===== src/rtl/weighted_sum_n.sv =====
// weighted_sum_n: Horner-evaluated weighted sum of N_CH signed fixed-point samples, one step per cycle.
// Define WEIGHTED_SUM_SAT_EN to clamp products and sums (sticky out_sat); otherwise results wrap.
module weighted_sum_n #(
  parameter int N_CH   = 4,
  parameter int DATA_W = 16,
  parameter int FRAC_W = 14
) (
  input  logic                   clk,
  input  logic                   rst_n,
  input  logic                   in_valid,
  output logic                   in_ready,
  input  logic [N_CH*DATA_W-1:0] data_in,
  input  logic [DATA_W-1:0]      mu_in,
  output logic                   out_valid,
  input  logic                   out_ready,
  output logic [DATA_W-1:0]      data_out,
  output logic                   out_sat
);

  localparam logic [1:0] IDLE = 2'd0;
  localparam logic [1:0] CALC = 2'd1;
  localparam logic [1:0] DONE = 2'd2;

  localparam int IDX_W = (N_CH > 1) ? $clog2(N_CH) : 1;
  localparam logic [IDX_W-1:0] LAST_IDX = IDX_W'(N_CH - 1);

  logic [1:0]                 state, state_nxt;
  logic [N_CH*DATA_W-1:0]     data_r;
  logic signed [DATA_W-1:0]   mu_r;
  logic signed [DATA_W-1:0]   acc, acc_nxt;
  logic [IDX_W-1:0]           idx, idx_nxt;
  logic signed [DATA_W-1:0]   sample;
  logic signed [2*DATA_W-1:0] acc_ext, mu_ext, prod;
  logic signed [DATA_W-1:0]   prod_trunc, prod_red, step_val;
  logic signed [DATA_W:0]     sum;
  logic                       accept;
  logic                       unused_bits;

  assign in_ready  = (state == IDLE);
  assign out_valid = (state == DONE);
  assign accept    = in_ready & in_valid;

  // NOTE: combinational blocks use blocking '=' and give every output a default first, so no latch is inferred.
  always_comb begin
    sample = '0;
    for (int k = 0; k < N_CH; k++) begin
      if (idx == IDX_W'(k)) sample = data_r[k*DATA_W +: DATA_W];
    end
  end

  // Full-width signed product; the Q-format result is the DATA_W-bit window above FRAC_W.
  assign acc_ext    = {{DATA_W{acc[DATA_W-1]}}, acc};
  assign mu_ext     = {{DATA_W{mu_r[DATA_W-1]}}, mu_r};
  assign prod       = acc_ext * mu_ext;
  assign prod_trunc = prod[FRAC_W+DATA_W-1:FRAC_W];
  assign sum        = {prod_red[DATA_W-1], prod_red} + {sample[DATA_W-1], sample};

`ifdef WEIGHTED_SUM_SAT_EN
  localparam int HI_W = DATA_W - FRAC_W + 1;
  localparam logic signed [DATA_W-1:0] MAX_VAL = {1'b0, {(DATA_W-1){1'b1}}};
  localparam logic signed [DATA_W-1:0] MIN_VAL = {1'b1, {(DATA_W-1){1'b0}}};

  logic [HI_W-1:0] prod_hi;
  logic            prod_ovf, sum_ovf, step_sat;
  logic            sat_r, sat_nxt;

  // The product fits DATA_W only if every bit from the window's sign bit upward agrees.
  assign prod_hi     = prod[2*DATA_W-1 -: HI_W];
  assign prod_ovf    = ~((&prod_hi) | ~(|prod_hi));
  assign prod_red    = prod_ovf ? (prod[2*DATA_W-1] ? MIN_VAL : MAX_VAL) : prod_trunc;
  assign sum_ovf     = sum[DATA_W] ^ sum[DATA_W-1];
  assign step_val    = sum_ovf ? (sum[DATA_W] ? MIN_VAL : MAX_VAL) : sum[DATA_W-1:0];
  assign step_sat    = prod_ovf | sum_ovf;
  assign unused_bits = ^prod[FRAC_W-1:0];

  always_comb begin
    sat_nxt = sat_r;
    if (accept)              sat_nxt = 1'b0;
    else if (state == CALC)  sat_nxt = sat_r | step_sat;
  end

  always_ff @(posedge clk or negedge rst_n) begin
    if (!rst_n) begin
      sat_r   <= 1'b0;
      out_sat <= 1'b0;
    end else begin
      sat_r <= sat_nxt;
      if (state_nxt == DONE) out_sat <= sat_nxt;
    end
  end
`else
  assign prod_red    = prod_trunc;
  assign step_val    = sum[DATA_W-1:0];
  assign out_sat     = 1'b0;
  assign unused_bits = ^{prod[2*DATA_W-1:FRAC_W+DATA_W], prod[FRAC_W-1:0], sum[DATA_W]};
`endif

  always_comb begin
    state_nxt = state;
    acc_nxt   = acc;
    idx_nxt   = idx;
    case (state)
      IDLE: begin
        if (in_valid) begin
          acc_nxt   = data_in[DATA_W-1:0];
          idx_nxt   = IDX_W'(1);
          state_nxt = (N_CH == 1) ? DONE : CALC;
        end
      end
      CALC: begin
        acc_nxt = step_val;
        idx_nxt = idx + IDX_W'(1);
        if (idx == LAST_IDX) state_nxt = DONE;
      end
      DONE: begin
        if (out_ready) state_nxt = IDLE;
      end
      default: state_nxt = IDLE;
    endcase
  end

  // NOTE: sequential state uses non-blocking '<=' so every flop samples pre-edge values.
  always_ff @(posedge clk or negedge rst_n) begin
    if (!rst_n) begin
      state    <= IDLE;
      acc      <= '0;
      idx      <= '0;
      // NOTE: the operand registers are reset as well; they are few flops and keep the idle datapath free of X.
      data_r   <= '0;
      mu_r     <= '0;
      data_out <= '0;
    end else begin
      state <= state_nxt;
      acc   <= acc_nxt;
      idx   <= idx_nxt;
      if (accept) begin
        data_r <= data_in;
        mu_r   <= mu_in;
      end
      // data_out only moves on entry to DONE, so it holds its last value everywhere else.
      if (state_nxt == DONE) data_out <= acc_nxt;
    end
  end

endmodule


===== config.mk =====
export PLATFORM = sky130hd
export DESIGN_NAME = weighted_sum_n
export DESIGN_NICKNAME = d
export VERILOG_FILES = /design/src/rtl/weighted_sum_n.sv
export SDC_FILE = /design/constraint.sdc
export NUM_CORES = 1
export LEC_CHECK = 0
export ABC_AREA = 0
export CAP_MARGIN = 0
export CORE_ASPECT_RATIO = 1.25
export CORE_MARGIN = 2
export CORE_UTILIZATION = 30
export CTS_CLUSTER_SIZE = 10
export DETAILED_ROUTE_END_ITERATION = 12
export PLACE_DENSITY = 0.56
export SYNTH_ARGS = -nofsm -noshare
export SYNTH_HDL_FRONTEND = slang
export SYNTH_SLANG_ARGS = --single-unit

===== constraint.sdc =====
create_clock -name clk -period 13.2 [get_ports clk]
set_input_delay 1.98 -clock clk [delete_from_list [all_inputs] [get_ports clk]]
set_output_delay 1.98 -clock clk [all_outputs]
set_load 0.005 [all_outputs]

Word level (Yosys, flattened, before mapping)
Index checks and enable logic that the tools add are counted.
Widths: inputs -> output; s select.
{ "word_totals": {"regBits": 116, "latchBits": 0, "ramBits": 0, "romBits": 0, "in_bits": 84, "output_inout_bits": 19, "word_cells": 33, "memories": 0} }
{ "op_classes": {"addsub": 2, "mul": 1, "div_mod_pow": 0, "magnitude_cmp": 0, "eq_ne": 7, "shift": 0, "n_mux": 12, "n_bitwise": 1, "n_reduce_logical": 4} }
{ "ops": {"columns": ["cell", "count"], "rows": [
  ["$mux 16", 5],
  ["$pmux 16 s2", 1],
  ["$mul 16x16->30", 1],
  ["$add 16x16->16", 1],
  ["$eq 2x2->1 const B", 4],
  ["$mux 2", 4],
  ["$pmux 2 s3", 1],
  ["$eq 2x1->1 const B", 2],
  ["$logic_not 2->1", 2],
  ["$pmux 2 s2", 1],
  ["$add 2x1->2 const B", 1],
  ["$ne 2x2->1 const B", 1],
  ["$reduce_and 2->1", 1],
  ["$reduce_bool 2->1", 1],
  ["$and 1x1->1", 1]
]} }

Longest topological paths before layout
{ "logic_depth": {"word_depth": 7, "ltp_mapped": 33, "mapped_depth_nobuf": 32} }

Worst setup path before layout
OpenSTA, ideal clock, no wires.
{ "synth_path": {"path_kind": "reg-to-reg", "from": "reg mu_r[1]", "to": "reg data_out[15]", "setup_time_ns": 0.082, "arrival_ns": 7.589, "t_required_ns": 13.118, "slack_ns": 5.528, "stages_incl_launch_ff": 30, "path_buffers": 1, "synth_period_minus_slack_ns": 7.672, "cell_sequence": "dfrtp_1 clkbuf_1 nand2_1 fa_1 fa_1 fa_1 fa_1 inv_1 fa_1 inv_1 fa_1 inv_1 ha_1 a211oi_1 nand2_1 a211o_1 a31o_2 nand2_1 a21oi_1 a21o_2 a21oi_1 xnor2_1 ha_1 a211o_1 o21ai_2 a211oi_1 o41ai_2 xnor3_1 a21o_1 a31oi_1"} }
{ "synth_between": {"elab_chain_cells": 3} }
{ "synth_lines": {"columns": ["item", "line", "source"], "rows": [
  ["from (decl)", "29", "logic signed [DATA_W-1:0] mu_r;"],
  ["from (signal assigned)", "138", "mu_r <= mu_in;"],
  ["$mul 16x16->30", "54", "assign prod = acc_ext * mu_ext;"],
  ["$add 16x16->16", "56", "assign sum = {prod_red[DATA_W-1], prod_red} + {sample[DATA_W-1], sample};"],
  ["$pmux 16 s2", "102", "case (state)"],
  ["to (signal assigned)", "141", "if (state_nxt == DONE) data_out <= acc_nxt;"],
  ["to (decl)", "16", "output logic [DATA_W-1:0] data_out,"]
]} }
Every way passes these cells.
A chain may end at the register's enable or synchronous reset.

Worst setup path after layout
{ "layout_path": {"from": "reg acc[10]", "to": "reg data_out[15]"} }
{ "layout_between": {"elab_chain_cells": 3} }
{ "layout_lines": {"columns": ["item", "line", "source"], "rows": [
  ["from (decl)", "30", "logic signed [DATA_W-1:0] acc, acc_nxt;"],
  ["from (signal assigned)", "134", "acc <= acc_nxt;"],
  ["$mul 16x16->30", "54", null],
  ["$add 16x16->16", "56", null],
  ["$pmux 16 s2", "102", null]
]} }
Every way passes these cells.

==> impl_metrics.csv <==
group,metric,value,unit
sta,relSlewSlack,0.333,
synth,synth_nets,1917,
route,route.vias.total,10345,
floorplan,pin_count,103,
cells_and_area,n_antenna_cell,0,
grt,grt_pass1_wl,62.6,mm
synth,syn_inst,1489,
synth,synth-seq-area-share,0.198,
floorplan,die_h,251,um
synth,yosys_most_used_dff,"dfrtp_1",
cells_and_area,layout-drive-gt1-share,0.0949,
hold_path,hp-start,"data_r[45]",
route,wl,38.0,mm
route,drt_iter0_markers,416,
clock_tree,cts_buffers,17,
route,postRouteAntennaNets,0,
setup_path,cp.required,13550,ps
cells_and_area,nNetsFinal,1985,
sta,hold_viol_final,0,
sta,clock_skew,17.1,ps
clock_tree,cts_hold_buf,0,
sta,fmax,119,MHz
cells_and_area,fillerInstances,4889,
setup_path,critPathMaxStageDelay,790,ps
clock_tree,clk_latency,440,ps
setup_path,r2r_end,"data_out[15]",
floorplan,die_x,202,um
cells_and_area,multiInputGateArea,10400,um2
place,place_congestion,0.863,
floorplan,rows,90,
synth,synth_top_area_share,0.338,
cells_and_area,regArea,2900,um2
sta,maxSlewViolCount,0,
setup_path,r2r_slack,4780,ps
route,dr.pass1.iters,5,
hold_path,min_path_cells,1,
grt,gr-total-overflow,0,
setup_path,cp_common_cell,"fa_1",
route,wl_per_cell,17.2,um
sta,fin_setup_tns,0,ps
sta,finalSetupViolCount,0,
floorplan,dieArea,50700,um2
synth,syn-mean-instance-area,9.86,um2
sta,worst_slew_pin_slew,1000,ps
hold_path,min_to,"data_r[45]",
synth,netlist_area,14700,um2
grt,antenna_found_initial,0,
setup_path,reg2reg_depth,28,
clock_tree,ctsLongestPathBuffers,2,
synth,async_reset_ff_frac,1.00,
floorplan,initial_core_util,0.304,
grt,grt_use_total,0.157,
grt,grt_max_degree,76,
clock_tree,clkSinkCount,116,
synth,synth_edf_count,0,
setup_path,start_kind,"register",
setup_path,arrival,8770,ps
clock_tree,clk_pin_slew,70,ps
synth,synth_cell_type_count,57,
synth,ys_top_cells_by_area,"fa_1, dfrtp_1, ha_1",
clock_tree,cts-root-buf,"clkbuf_16",
clock_tree,htreeDepth,4,
clock_tree,cts_tree,"built",
flow_run,drv_cap,0,
sta,post-route-period-util,0.638,
route,route.detailed.drc,0,
hold_path,hp-class,"reg -> reg",
cells_and_area,areaGrowthSynthToFinish,15.2,%
clock_tree,cts_resized,0,
sta,period_minus_slack,8420,ps
grt,grt_pass1_vias,11630,
synth,synth_warnings,0,
synth,yosysTopAreaCell,"fa_1",
floorplan,coreArea,48300,um2
setup_path,regToRegStartpoint,"acc[10]",
clock_tree,post_cts_buffers,0,
setup_path,worstPathMaxFanout,18,
place,hpwl,30.3,mm
synth,synth.ff_latch_count,116,
setup_path,endpoint_kind,"register",
place,numPortBuffers,101,
sta,rsz0062_at_grt,"no",
route,viasPerCell,4.67,
setup_path,cp_slowest_cell,"dfrtp_1",
status,status,"complete, no violations",
setup_path,crit_type,"reg -> reg",
==> placed cells by master (no fill, tap or decap), drive strengths merged, types with 4 or more instances in the layout <==
| master | n |
|---|---|
| nand4 | 7 |
| xor2 | 11 |
| xnor2 | 26 |
| buf | 9 |
| o21ai | 42 |
| nand2 | 167 |
| nand3 | 5 |
| clkbuf | 18 |
| clkinvlp | 4 |
| nor2b | 6 |
| nor2 | 55 |
| o22ai | 4 |
| a21o | 7 |
| o21a | 6 |
| a21oi | 42 |
| dfrtp | 116 |
| a22oi | 21 |
| mux2 | 94 |
| a211oi | 4 |
| o211ai | 4 |
| fa | 248 |
| nand2b | 12 |
| or3 | 4 |
| clkdlybuf4s50 | 100 |
| and2 | 116 |
| nor3 | 10 |
| ha | 96 |
| inv | 302 |
==> stage by stage <==
stage               setup WS (ps)   util  cells  area, um2  hold slack, ps
floorplan                    5530      -   1489      14700             481
global placement             4890  0.338   2182      16300             492
detailed placement           4760  0.338   2182      16300             497
CTS                          4720  0.350   2214      16900             510
global route                 4350  0.350   2214      16900             525
finish                       4780  0.350   2214      16900             506
==> synthesized netlist by cell type, drive strengths merged, types with 2 or more instances <==
library cell,n
nand2,167
nand4,7
ha,96
clkbuf,55
o21bai,2
o41ai,2
nand3,5
a21boi,2
or3,4
o22ai,4
mux2,94
o211ai,4
o31ai,2
buf,5
nor3,10
a211oi,4
a22oi,21
xnor2,26
nor2b,6
a21o,7
o21a,6
fa,248
o21ai,42
o2bb2ai,2
xor2,11
a21oi,42
a31oi,3
inv,295
a32oi,3
and2,116
nor2,55
a211o,3
dfrtp,116
nand2b,12
==> registers in the layout, indices dropped and copies added, names as in the netlist <==
register  flops
data_r       64
acc          16
data_out     16
mu_r         16
idx           2
state         2
==> per-layer routing <==
layer  vias to the layer above  track usage  routed length (um)
li1                       4728            -                   -
met5                         -            0                   0
met2                       230        0.289               19900
met4                         0       0.0489                 920
met3                        63       0.0257                1540
met1                      5324        0.187               15700
==> cell type report <==
class	count	area share
multi-input combinational	1018	0.618
clock inverter	14	0.00851
clock buffer	18	0.0260
inverter	295	0.0655
sequential	116	0.172
tap	644	0.0477
timing repair buffer	109	0.0632
==> how the worst max path moves through the flow <==
stage / from / end / slack [ps] / cells after the start
final: acc[10] / data_out[15] / 4780 / 28
after global routing: acc[10] / data_out[15] / 4350 / 28
after CTS: acc[10] / data_out[15] / 4720 / 28
after detailed placement: acc[10] / data_out[15] / 4760 / 28
after global placement: acc[10] / data_out[15] / 4890 / 28
after floorplan: mu_r[1] / data_out[15] / 5530 / 29
==> critical path, delay by kind of cell (launching register included) <==
family / cells / cell delay, ps
adder cells (fa/ha/maj): 8 / 3710
AO/OA/AOI/OAI: 12 / 2790
flip-flops: 1 / 790
XOR/XNOR: 2 / 540
AND/OR/NAND/NOR: 3 / 320
buffers and inverters: 3 / 140
==> logic make-up (layout without fill, tap and decap cells) <==
logic type | Yosys count | after routing | synth area share
AO/OA/AOI/OAI | 153 | 153 | 0.0678
XOR/XNOR | 38 | 38 | 0.0236
adder cells (fa/ha/maj) | 344 | 344 | 0.420
buffers and inverters | 355 | 436 | 0.0912
flip-flops | 116 | 116 | 0.198
multiplexers | 95 | 95 | 0.0728
other | 1 | 1 | 0.000255
AND/OR/NAND/NOR | 387 | 387 | 0.127
Power is not shown: default switching activity piles up to over one toggle a cycle in this logic, so the estimate is an artifact.
